File: src/rtl/gf_pkg.sv
// Shared definitions for the GF(2^n) multiplier: default polynomial, FSM states
// and the xtime (multiply-by-x) helper.
package gf_pkg;

    localparam logic [7:0] KUZ_POLY = 8'hC3;
    localparam int unsigned XW = 64;

    typedef enum logic [1:0] {
        IDLE,
        RUN,
        DONE
    } state_t;

    // Generic-width xtime; operands live in the low w bits of a 64-bit carrier (w < 64).
    function automatic logic [XW-1:0] xtime(input logic [XW-1:0] v,
                                            input int unsigned w,
                                            input logic [XW-1:0] poly);
        logic [XW-1:0] mask;
        logic [XW-1:0] r;
        mask = (XW'(1) << w) - XW'(1);
        r    = (v << 1) & mask;
        if (v[w-1]) begin
            r = r ^ (poly & mask);
        end
        return r;
    endfunction

endpackage

File: src/rtl/gf_mul_step.sv
// One clock's worth of the MSB-first shift-and-add: DIGIT unrolled
// xtime/conditional-xor sub-steps applied to the accumulator.
module gf_mul_step
    import gf_pkg::*;
#(
    parameter int unsigned         WIDTH = 8,
    parameter logic [WIDTH-1:0]    POLY  = KUZ_POLY,
    parameter int unsigned         DIGIT = 1
) (
    input  logic [WIDTH-1:0] i_acc,
    input  logic [WIDTH-1:0] i_a,
    input  logic [DIGIT-1:0] i_bits,
    output logic [WIDTH-1:0] o_next_acc
);

    logic [XW-1:0] w_t;

    always_comb begin
        w_t = XW'(i_acc);
        for (int unsigned i = 0; i < DIGIT; i++) begin
            w_t = xtime(w_t, WIDTH, XW'(POLY)) ^ (i_bits[DIGIT-1-i] ? XW'(i_a) : '0);
        end
        o_next_acc = w_t[WIDTH-1:0];
    end

endmodule

File: src/rtl/gf_mul_iter.sv
// Iterative GF(2^WIDTH) multiplier, DIGIT bits of b per clock, valid/ready on both sides.
// Optional zero-operand shortcut enabled by defining GF_MUL_EARLY_OUT_EN.
module gf_mul_iter
    import gf_pkg::*;
#(
    parameter int unsigned         WIDTH = 8,
    parameter logic [WIDTH-1:0]    POLY  = KUZ_POLY,
    parameter int unsigned         DIGIT = 1
) (
    input  logic             clk,
    input  logic             rst_n,
    input  logic             in_valid,
    output logic             in_ready,
    input  logic [WIDTH-1:0] a,
    input  logic [WIDTH-1:0] b,
    output logic             out_valid,
    input  logic             out_ready,
    output logic [WIDTH-1:0] c,
    output logic             busy
);

    localparam int unsigned STEPS = WIDTH / DIGIT;
    localparam int unsigned CNT_W = (STEPS > 1) ? $clog2(STEPS) : 1;

    if ((WIDTH % DIGIT) != 0) begin : g_bad_digit
        $error("gf_mul_iter: WIDTH must be a multiple of DIGIT");
    end

    state_t             r_state;
    state_t             w_state_nxt;
    logic [WIDTH-1:0]   r_acc;
    logic [WIDTH-1:0]   r_a;
    logic [WIDTH-1:0]   r_b;
    logic [WIDTH-1:0]   r_c;
    logic [CNT_W-1:0]   r_cnt;
    logic [WIDTH-1:0]   w_next_acc;
    logic               w_last;
    logic               w_zero;
    logic               w_accept;

`ifdef GF_MUL_EARLY_OUT_EN
    assign w_zero = (a == '0) || (b == '0);
`else
    assign w_zero = 1'b0;
`endif

    gf_mul_step #(
        .WIDTH (WIDTH),
        .POLY  (POLY),
        .DIGIT (DIGIT)
    ) u_step (
        .i_acc      (r_acc),
        .i_a        (r_a),
        .i_bits     (r_b[WIDTH-1 -: DIGIT]),
        .o_next_acc (w_next_acc)
    );

    assign w_last   = (r_cnt == CNT_W'(STEPS - 1));
    assign w_accept = (r_state == IDLE) && in_valid;
    assign c        = r_c;

    always_ff @(posedge clk or negedge rst_n) begin
        if (!rst_n) begin
            r_state <= IDLE;
        end else begin
            r_state <= w_state_nxt;
        end
    end

    always_comb begin
        w_state_nxt = r_state;
        in_ready    = 1'b0;
        out_valid   = 1'b0;
        busy        = 1'b0;
        case (r_state)
            IDLE: begin
                in_ready = 1'b1;
                if (in_valid) begin
                    w_state_nxt = w_zero ? DONE : RUN;
                end
            end
            RUN: begin
                busy = 1'b1;
                if (w_last) begin
                    w_state_nxt = DONE;
                end
            end
            DONE: begin
                out_valid = 1'b1;
                if (out_ready) begin
                    w_state_nxt = IDLE;
                end
            end
            default: w_state_nxt = IDLE;
        endcase
    end

    always_ff @(posedge clk or negedge rst_n) begin
        if (!rst_n) begin
            r_acc <= '0;
            r_a   <= '0;
            r_b   <= '0;
            r_c   <= '0;
            r_cnt <= '0;
        end else if (w_accept) begin
            r_a   <= a;
            r_b   <= b;
            r_acc <= '0;
            r_cnt <= '0;
            if (w_zero) begin
                r_c <= '0;
            end
        end else if (r_state == RUN) begin
            r_acc <= w_next_acc;
            r_b   <= r_b << DIGIT;
            r_cnt <= r_cnt + CNT_W'(1);
            if (w_last) begin
                r_c <= w_next_acc;
            end
        end
    end

endmodule

File: config.mk
export PLATFORM = sky130hd
export DESIGN_NAME = gf_mul_iter
export DESIGN_NICKNAME = d
export VERILOG_FILES = /design/src/rtl/gf_pkg.sv /design/src/rtl/gf_mul_step.sv /design/src/rtl/gf_mul_iter.sv
export SDC_FILE = /design/constraint.sdc
export NUM_CORES = 1
export LEC_CHECK = 0
export BUFFER_PORTS_ARGS = -buffer_cell sky130_fd_sc_hd__buf_2
export CAP_MARGIN = 20
export CORE_MARGIN = 1
export CORE_UTILIZATION = 49
export CTS_CLUSTER_DIAMETER = 40
export DETAILED_ROUTE_END_ITERATION = 6
export PLACE_DENSITY = 0.73
export SYNTH_ARGS = -nofsm -noshare
export SYNTH_HDL_FRONTEND = slang
export SYNTH_HIERARCHICAL = 1
export SYNTH_SLANG_ARGS = --single-unit
export TNS_END_PERCENT = 1
File: constraint.sdc
create_clock -name clk -period 1.41 [get_ports clk]
set_clock_uncertainty 0.1 [all_clocks]
set_input_delay 0.0705 -clock clk [delete_from_list [all_inputs] [get_ports clk]]
set_output_delay 0.0705 -clock clk [all_outputs]
set_load 0.05 [all_outputs]
== Yosys cells after proc, flatten, opt, wreduce, memory -nomap -nowiden ==
Cells that the tools add are included.
W data, S select, Z words.

* Register bits: 37
* Bits of input ports: 20
* Logic and storage cells: 36

* Reduce and logical (&&, ||, !) cells: 5
* Bitwise operators: 3
* Add/sub/neg operators: 1
* Eq/ne operators: 6
* Multiplexer cells: 15

{| class="wikitable"
|+ Operators with widths
! operator !! number
|-
| $mux W8 || 6
|-
| $xor A8 B8 Y8 || 1
|-
| $mux W2 || 3
|-
| $mux W3 || 2
|-
| $ne A2 B2 Y1 const B || 3
|-
| $pmux W2 S3 || 1
|-
| $reduce_and A3 Y1 || 2
|-
| $not A4 Y4 || 1
|-
| $add A3 B1 Y3 const B || 1
|-
| $eq A3 B3 Y1 const B || 1
|-
| $mux W1 || 3
|-
| $eq A2 B1 Y1 const B || 1
|-
| $eq A2 B2 Y1 const B || 1
|-
| $logic_not A2 Y1 || 1
|-
| $reduce_bool A2 Y1 || 1
|-
| $logic_and A1 B1 Y1 || 1
|-
| $not A1 Y1 || 1
|}

== Longest topological paths before layout ==
Gate-level depths: netlist of run 1.

* Word-level depth: 5
* Gate-level depth with buffers: 6

== By module ==
The synthesis of run 1 kept the hierarchy.

{| class="wikitable"
|+ Modules (own cells, without submodules)
! module !! area an instance (um^2) !! cells an instance !! sequential area each (um^2) !! instances
|-
| gf_mul_iter || 1508.9 || 110 || 925.9 || 1
|-
| gf_mul_step || 131.4 || 20 || 0.0 || 1
|}

== Worst setup path after synthesis of run 1 ==
OpenSTA, ideal clock, no wires.

* Kind: reg2out
* Start: register r_state[1]
* End: output in_ready
* Setup slack: -0.095 ns
* Cell stages (with the launch flop): 4
* Arrival time: 1.334 ns
* Cell sequence: dfrtp_1 -> buf_6 -> clkbuf_1 -> nor2_1

* Longest elaborated chain between the ends: 2

{| class="wikitable"
|+ RTL lines
! element !! line !! RTL
|-
| from (decl) || gf_mul_iter.sv:29 || <nowiki>state_t r_state;</nowiki>
|-
| from (signal assigned) || gf_mul_iter.sv:66 || <nowiki>r_state <= w_state_nxt;</nowiki>
|-
| $logic_not A2 Y1 || gf_mul_iter.sv:75 || <nowiki>case (r_state)</nowiki>
|-
| $mux W1 || gf_mul_iter.sv:75 ||
|-
| to (decl) || gf_mul_iter.sv:13 || <nowiki>output logic in_ready,</nowiki>
|}

Every way passes these cells.

== Final worst setup path of run 1 ==
* Start: register r_state[0]
* End: register r_c[1], in the netlist c[1]

* Longest elaborated chain between the ends: 4
* Elaborated cells between the ends (all ways): 5
* Classes of those cells: eq/ne (1); bitwise (1); reduce/logical (3)

{| class="wikitable"
|+ RTL lines
! element !! line !! RTL
|-
| $logic_not A2 Y1 || gf_mul_iter.sv:59 || <nowiki>assign w_accept = (r_state == IDLE) && in_valid;</nowiki>
|-
| $logic_and A1 B1 Y1 || gf_mul_iter.sv:59 ||
|-
| $not A1 Y1 (no source line) || - ||
|-
| $reduce_and A3 Y1 (no source line) * || - ||
|-
| to (signal assigned) || gf_mul_iter.sv:118 || <nowiki>r_c <= w_next_acc;</nowiki>
|-
| to (decl) || gf_mul_iter.sv:34 || <nowiki>logic [WIDTH-1:0] r_c;</nowiki>
|}

Every way passes the cells marked *; elsewhere a longest branch is shown, timed or not.
A chain may end at the register's enable or synchronous reset.

==> results of run 1 <==
kinds of logic after synthesis:
family          count (synthesis)
compound gates                 26
xor+xnor                       11
fa+ha+maj                       2
buf+inv                        11
flops                          37
mux                            16
simple gates                   27
cell type report:
cell class,instances,area share [%]
clock inverters,2,0.4334
flip-flops and latches,37,40.25
inverters,4,0.6501
multi-input cells,82,32.18
repair buffers,63,22.32
well taps,44,2.384
clock buffers,6,1.788
state kept, by name, summed over array words and instances (netlist names):
| name | count |
|---|---|
| r_cnt | 3 |
| r_acc | 8 |
| r_state | 2 |
| r_b | 8 |
| c | 8 |
| r_a | 8 |
critical path, delay by kind of cell, from the launching register on:
| kind | cells | cell delay [ns] |
|---|---|---|
| muxes | 1 | 0.29 |
| and+or+nand+nor | 2 | 0.27 |
| DFF | 1 | 0.48 |
| buffers and inverters | 2 | 0.26 |
timing repair:
action / 4_1_cts / 5_1_grt
pin swaps: 4 / 2
setup endpoints to repair: 33 / 26
hold buffers: 14 / 0
hold endpoints to repair: 50 / 0
gates resized for setup: 23 / 16
buffers inserted: 6 / 2
power groups by stage:
stage	clock [mW]	combinational (mW)	sequential [mW]
floorplan	0	1.62	2.24
global placement	0	2.46	1.95
detailed placement	0	2.52	1.98
CTS	0.558	2.87	1.98
global route	0.606	3.28	2.06
finish	0.546	3.06	2.00
cells in the mapped netlist, drive strengths merged (3+ instances only):
master and n:
a22o 10, o22a 3, a2bb2oi 3, nor3b 3, buf 5, inv 4
nand2b 4, nand2 12, mux2 16, nor2 4, dfrtp 37, o21ai 4
xnor2 8, xor2 3
routing by layer:
metal	part of all wire (%)	routed length [µm]
met5	0	0
met4	2.0	74
met3	3.2	116
met2	48	1764
met1	47	1704
worst paths after layout:
check	end	slack [ns]	startpoint
max	c[1]	-0.1	r_state[0]
min	r_b[2]	-0.02	b[2]
max reg2reg	c[1]	-0.1	r_state[0]
min reg2reg	c[4]	0.42	c[4]
max in group asynchronous	r_a[0]	0.69	rst_n
min in group asynchronous	r_cnt[2]	0.07	rst_n
metrics by stage:
step	util (%)	instances	hold slack, ns	total power, mW
after floorplan	-	130	-0.3251	3.862
after global placement	61.53	208	-0.08060	4.407
after detailed placement	61.53	208	-0.07272	4.498
after CTS	72.10	236	0.002108	5.400
after global routing	74.44	238	0.006542	5.946
final	74.44	238	-0.01816	5.603
==> impl_results.md, run 1 <==
- Synth Register Bits: 37
- Initial core utilization: a little over half
- I/O Pins: 31
- Antenna violations before repair: 0
- Setup TNS: -0.9581 ns
- Clock transition at path regs: approximately 0.11 ns
- Ys Warns: 6
- Share of the synthesized area in the top cell type: between 50% and 60%
- Area Overhead vs Synth: 40.81%
- Post-Syn Nets: 152
- Type of origin of the critical path: register
- Setup WS post-layout: -0.09680 ns
- Area of the die: 3583 µm²
- Fmax: ~0.66 GHz
- CP most frequent cell: buf_6
- CTS root buf: clkbuf_4
- Slowest cell delay on critical path: 0.48 ns
- Cell Area, Synth: 1640 µm²
- Setup repair after global routing missed its margin: yes
- Tmin final: 1.507 ns
- Footprint of the multi-input gates: approximately 740 µm²
- Cells on Worst Hold Path: 3
- Failing checks: negative hold slack, negative setup slack
- Post-DR wirelength/cell: 15.37 µm
- Critical path class: reg -> reg
- Final setup fails: 21
- Post-route DRC violation count: 0
- Main synth FF type: dfrtp_1
- Layout cells sized above 1: 43.30%
- Largest family of logic cells by synthesized area: compound AO/OA/AOI/OAI gates
- Power Density: between 2000 and 2500 nW/µm²
- Die Width: 59.86 µm
- Filler cells: 238
- Final Max Slew Viols: 0
- GRT met2 Usage: about 34%
- Most common cell after layout, fill and taps aside: dfrtp_1
- Commonest cells after routing, fill and taps aside: dfrtp_1, buf_2, dlygate4sd3_1, mux2_4, nand2_1
- Adder-Cell Fraction of Synth Area: 1.526%
- Cts bufs inserted: 5
- Cell breakdown of the critical path: nor2b_4 > buf_6 > nand2_4 > buf_6 > mux2_4
- Port bufs: 30
- Grt met1 use: 30.85%
- Detailed Route WL: 3.659 mm
- Fin. Hold Viols: 1
- EDFF count, synth: 0
- Nets: roughly 220
- Dominant cell type by area after synthesis: dfrtp_1
- Worst-path maximum fanout: 8
- XOR/XNOR share of the synthesized area: 5.873%
- H-tree levels: 2
- Fin Hold WS: -0.01816 ns
- Post-DP Area: 1909 µm²
- Synth Area in Compound Gates: between 10% and 20%
- Top Usage Layer GRT: met2
- Data required time of the critical path: 1.56 ns
- CORE AREA: 3103 µm²
- Register area share after synthesis: 56.45%
- Min-Delay Path Class: in -> reg
- Post-Place Worst Slack: -0.1459 ns
- Max VDD drop: between 0.001 and 0.0015 V
- Max_slew headroom: about 70%
- Reg2reg path depth: 5
- DR vias/cell: approximately 5.1
- Row count: 20
- Clk_lat worst skew: 0.35 ns
- Vias in the first global route: 1247
- Maximum buffer depth of the clock tree: 2
- Comb pwr share: between 50% and 60%
- Hpwl dp: 2.181 mm
- Asr flop ratio synth: 100.0%
- Register Area: 929.6 µm²
- CTS tree: done
- Post-route cell area: ~2300 µm²
- Die height: 59.86 µm
- Total Routing Usage GR: roughly a quarter
- Via count: 1216
- Leak Pwr: between 1 and 1.5 nW
- Post-Synthesis Cells: 130
- Crit share post-route: 106.9%
- Status: complete, but fails checks
- Net switching power: 2.252 mW
- Crit end category: register
- Mean post-synth cell area: 12.62 µm²
- Synth area leaders: dfrtp_1, mux2_2, a22o_1
- # diodes: 0
- Worst EP arrival: 1.65 ns
- Clock Power Share: 9.7%
- Max capacitance violation total: 0
- Unique masters post-synth: 26
- Sequential share of power: between 30 and 40%
- Global-route wire length before repair: 5.789 mm
- Largest net degree at the start of global routing: 21
- TritonCTS Sinks: 37
- Antenna Violating Nets Remaining: 0
- GRT met3 Usage: 7.576%
- Measured slew at the worst slew-check pin: 0.4227 ns
- Sw frac: 40.19%
- Routability Congestion: ~0.76
- Mux contribution to synthesized area: between 10% and 20%
- Simple-gate share of the synthesized area: 8.924%
- First-pass DRT Iterations: 4
- Worst-path cell with the longest stage delay: dfrtp_2
- DRT iter0 DRCs: 29
- Int Pwr: 3.351 mW
- Total gr overflow: 0
Power figures use the tool's default switching activity.
==> inputs of run 2 (changes only) <==
CORE_UTILIZATION = 35   (was 49)
PLACE_DENSITY = 0.55   (was 0.73)
==> run 2 against run 1 <==
Net effect: via count down 2.7%; the flow finishes with violations (design-rule violations, negative setup slack); register-to-register slack better by 0.09 ns; largest power group unchanged; critical endpoint is now c[2]; utilization is 25 points lower.
==> impl_results.md, run 2 (synthesis results as in run 1) <==
- Status: complete, but fails checks
- Failing checks: design-rule violations, negative setup slack
- Min-Delay Path Class: in -> reg
- Port bufs: 30
- DR vias/cell: 5.056
- Max capacitance violation total: 0
- Area Overhead vs Synth: 33.26%
- Max_slew headroom: between 60% and 70%
- Setup repair after global routing missed its margin: yes
- Most common cell after layout, fill and taps aside: dfrtp_1
- I/O Pins: 31
- Max VDD drop: roughly 0.0010 V
- DRT iter0 DRCs: between 60 and 70
- Leak Pwr: 1.009 nW
- Row count: 24
- Nets: 205
- Type of origin of the critical path: register
- Total gr overflow: 0
- Crit share post-route: 100.8%
- Fmax: 0.7034 GHz
- # diodes: 0
- Worst EP arrival: 1.49 ns
- Layout cells sized above 1: 41.21%
- Via count: 1183
- Final setup fails: 11
- Final Max Slew Viols: 0
- Reg2reg path depth: 4
- CORE AREA: 4444 µm²
- Data required time of the critical path: between 1 and 1.5 ns
- RR Startpoint: r_cnt[0]
- Family with the most delay on the worst path: flip-flops
- Final Core Density: 49.18%
- Setup WS post-layout: -0.01163 ns
- Total Routing Usage GR: 16.43%
- Post-route DRC violation count: 2
- CTS tree: done
- CTS root buf: clkbuf_8
- Area of the die: 4965 µm²
- Antenna violations before repair: 0
- Crit path to: c[2]
- Worst-path cell with the longest stage delay: dfrtp_1
- Fin. Hold Viols: 0
- Cts bufs inserted: 5
- TritonCTS Sinks: 37
- Die Width: 70.46 µm
- Global-route wire length before repair: 6.120 mm
- Routability Congestion: approximately 0.70
- Maximum buffer depth of the clock tree: 2
- Hpwl dp: 2.344 mm
- Largest net degree at the start of global routing: 21
- Initial core utilization: a little under two fifths
- Post-DR wirelength/cell: 15.10 µm
- Filler cells: 417
- H-tree levels: 2
- Post-route cell area: 2186 µm²
- Critical path class: reg -> reg
- Critical path depth: 4
- Tmin final: 1.422 ns
- Footprint of the multi-input gates: slightly below 700 µm²
- Measured slew at the worst slew-check pin: 0.5091 ns
- Cell breakdown of the critical path: ha_2 > ha_4 > nand2_4 > mux2_2
- Setup slack, reg-to-reg: -0.01 ns
- Power Density: 2466 nW/µm²
- Worst-path maximum fanout: 5
- First-pass DRT Iterations: 6
- Die height: 70.46 µm
- Slowest cell delay on critical path: 0.38 ns
- Detailed Route WL: 3.534 mm
- Buffers & Inverters on Critical Path: 0
- Antenna Violating Nets Remaining: 0
- Clk_lat worst skew: roughly 0.28 ns
- Clock transition at path regs: about 0.07 ns
- Vias in the first global route: 1328
- Post-DP Area: approximately 1900 µm²
- Register Area: 928.4 µm²
- R2r endpoint: c[2]
- Setup crit start: r_cnt[0]
- Crit end category: register
- Commonest cells after routing, fill and taps aside: dfrtp_1, buf_2, mux2_2, nand2_1, dlygate4sd3_1
## run 2: cell types whose count changed in the layout (fill, tap and decap cells not counted), sizes merged
cell / previous run / this run
dlygate4sd3: 14 / 11
nand2: 12 / 13
clkbuf: 6 / 5
buf: 49 / 41
clkinv: 2 / 1
## run 2: power by group
group	switching (mW)	internal [mW]
registers	0.382	1.60
logic	1.42	1.33
clock network	0.337	0.325
## run 2: cell type report
| type | count | area share [%] |
|---|---|---|
| Tap cell | 52 | 2.977 |
| Sequential cell | 37 | 42.47 |
| Clock inverter | 1 | 0.2290 |
| Multi-Input combinational cell | 83 | 31.77 |
| Timing Repair Buffer | 52 | 18.72 |
| Clock buffer | 5 | 3.148 |
| Inverter | 4 | 0.6869 |
## run 2: worst min-delay path by stage
stage,from,to,slack (ns),cells past startpoint
after floorplan,rst_n,c[0],-0.33,0
after global placement,rst_n,r_b[4],-0.04,1
after detailed placement,rst_n,r_b[3],-0.04,1
after CTS,b[2],r_b[2],0.07,3
after global routing,b[2],r_b[2],0.08,3
final,b[4],r_b[4],0.07,3
## run 2: per-stage QoR
stage               worst slack [ns]  total power [mW]  instances  setup TNS, ns  hold slack, ns
global route                -0.05766             5.760        234         -1.085         0.07548
global placement             -0.1184             4.427        215        -0.9401        -0.04041
detailed placement           -0.1465             4.499        215         -1.164        -0.03552
CTS                         -0.01791             5.404        234        -0.1160         0.06565
floorplan                   -0.05415             3.862        130        -0.8510         -0.3251
finish                      -0.01163             5.390        234       -0.06385         0.06675
## run 2: metal layers
layer	global-route usage [%]	part of all wire (%)
met5	0	0
met4	5.442	1.4
met3	5.051	3.8
met2	28.48	51
met1	19.27	44
## run 2: worst register-to-register path: cells and delay by family, from the launching register on
family                     cells  cell delay [ns]
muxes                          1             0.34
and+or+nand+nor                1             0.11
adders and majority gates      2             0.38
DFF                            1             0.38
## run 2: timing repair
| item | 4_1_cts | 5_1_grt |
|---|---|---|
| pin swaps | 2 | 3 |
| gates resized for setup | 16 | 5 |
| hold buffers | 11 | 0 |
| setup endpoints to repair | 18 | 31 |
| buffers inserted | 1 | 0 |
| gates cloned | 1 | 0 |
| endpoints found under the hold margin | 29 | 0 |
==> inputs of run 3 (changes only) <==
SETUP_SLACK_MARGIN = 0.4   (was not set)
==> run 3 against run 2 <==
Net effect: first-iteration DRC count down 16%; largest cell class unchanged; global-route usage decreased by 0.25 points; the flow still finishes with violations (design-rule violations, negative setup slack); fmax shrank 0.41%; register-to-register slack barely moved; utilization is 4.2 points higher; power rose by 13%; via count grew 2.4%.
==> impl_results.md, run 3 (synthesis results as in run 1) <==
- Most common cell after layout, fill and taps aside: dfrtp_1
- R2r endpoint: r_a[5]
- Status: complete, but fails checks
- Clk_lat worst skew: 0.30 ns
- Measured slew at the worst slew-check pin: between 0.4 and 0.5 ns
- Leak Pwr: 1.114 nW
- Type of origin of the critical path: register
- Area of the die: 4965 µm²
- # diodes: 0
- Total gr overflow: 0
- Initial core utilization: a little under two fifths
- DRT iter0 DRCs: 56
- CTS tree: done
- Crit end category: register
- Min-Delay Path Class: in -> reg
- Power consumption: 6.095 mW
- Power Density: 2569 nW/µm²
- RR Startpoint: r_state[1]
- Fin Hold WS: about 0.018 ns
- Fmax: 0.7005 GHz
- Largest net degree at the start of global routing: 22
- Clock Power Share: 15.8%
- Final Core Density: a little over half
- Antenna Violating Nets Remaining: 0
- Hpwl dp: 2.274 mm
- Die height: 70.46 µm
- Critical path class: reg -> reg
- Crit path to: r_a[5]
- Max VDD drop: 0.001072 V
- Max_slew headroom: between 70% and 80%
- Area Overhead vs Synth: 44.62%
- Nets: 210
- Post-route DRC violation count: 2
- Max capacitance violation total: 0
- Final Max Slew Viols: 0
- Sw frac: 36.95%
- Sequential share of power: 33.1%
- Layout cells sized above 1: between 40% and 50%
- Total Routing Usage GR: 16.19%
- TritonCTS Sinks: 37
- H-tree levels: 2
- Commonest cells after routing, fill and taps aside: dfrtp_1, buf_2, buf_6, mux2_4
- Final setup fails: 9
- CTS root buf: clkbuf_8
- First-pass DRT Iterations: 6
- Vias in the first global route: about 1300
- Row count: 24
- Global-route wire length before repair: roughly 6 mm
- Net switching power: 2.252 mW
- Routability Congestion: 0.7330
- Comb pwr share: between 50% and 60%
- Data required time of the critical path: about 1.5 ns
- Setup repair after global routing missed its margin: yes
- Clock transition at path regs: 0.08 ns
- Maximum buffer depth of the clock tree: 2
- Fin. Hold Viols: 0
- Post-Place Worst Slack: -0.07180 ns
- I/O Pins: 31
- Setup WS post-layout: -0.01751 ns
- Die Width: 70.46 µm
- Crit share post-route: 101.2%
- Setup slack, reg-to-reg: -0.02 ns
- DR vias/cell: 5.025
- Port bufs: 30
- Antenna violations before repair: 0
- Worst EP arrival: 1.51 ns
- Int Pwr: slightly below 4 mW
- Worst-path maximum fanout: 5
- Cts bufs inserted: 5
- Tmin final: around 1.4 ns
- Via count: 1211
- CORE AREA: 4444 µm²
- Setup crit start: r_state[1]
- Post-DR wirelength/cell: 14.88 µm
- Detailed Route WL: 3.585 mm
- Failing checks: design-rule violations, negative setup slack
- Startpoint of the worst hold path: b[2]
- Reg2reg path depth: 3
- Setup TNS: -0.08744 ns
==> run 3: cell count changes in the layout (fill, tap and decap cells not counted), moves of 2 or more <==
cell,previous run,this run
a211oi_1,2,0
a211oi_2,0,2
mux2_4,0,12
buf_4,5,9
buf_2,27,19
mux2_2,16,4
buf_6,5,15
==> run 3: what timing repair did <==
action / CTS / global route
gates cloned: 1 / 0
resized for setup: 42 / 7
setup buffers: 4 / 0
hold endpoints to repair: 47 / 0
pin swaps: 5 / 3
endpoints found under the setup margin: 48 / 48
hold buffers: 11 / 0
==> run 3: worst max-delay path: stages, from the launching register on <==
cell     delay [ns]
dfrtp_2        0.47
nor3b_4        0.25
buf_6          0.18
mux2_4         0.30
==> run 3: cell type report <==
class                      instances  area [µm²]
sequential                        37       929.6
multi-input combinational         83       749.5
timing repair buffer              57       496.7
clock inverter                     1       30.03
tap                               52       65.06
clock buffer                       7       86.33
fill                             390        2072
inverter                           4       15.01
==> run 3: metrics by stage <==
step	std cells	cell area [µm²]
2_1_floorplan	130	1658
3_3_place_gp	217	1929
3_5_place_dp	217	1929
4_1_cts	241	2347
5_1_grt	241	2372
6_report	241	2372
==> run 3: power groups by stage <==
stage	registers (mW)	clock network [mW]	logic, mW
finish	2.01	0.962	3.12
floorplan	2.24	0	1.66
CTS	2.01	0.984	3.07
detailed placement	1.98	0	2.53
global placement	1.96	0	2.49
global route	2.08	1.02	3.36
==> run 3: how the worst min path moves through the flow <==
stage,to,slack (ns),cells after the start
final,r_b[2],0.02,3
after detailed placement,r_a[6],-0.06,1
after global routing,r_b[2],0.02,3
after floorplan,c[0],-0.33,0
after CTS,r_b[2],0.03,3
after global placement,r_a[6],-0.07,1
==> run 3: per-layer routing <==
layer  wire (µm)  GRT usage (%)  share of wire (%)  up-vias
met4          87          8.844                2.4        0
met3         120          3.752                3.3        8
met5           0              0                  0        -
met1        1726          20.86                 48      611
met2        1651          25.13                 46       20
li1            -              -                  -      572
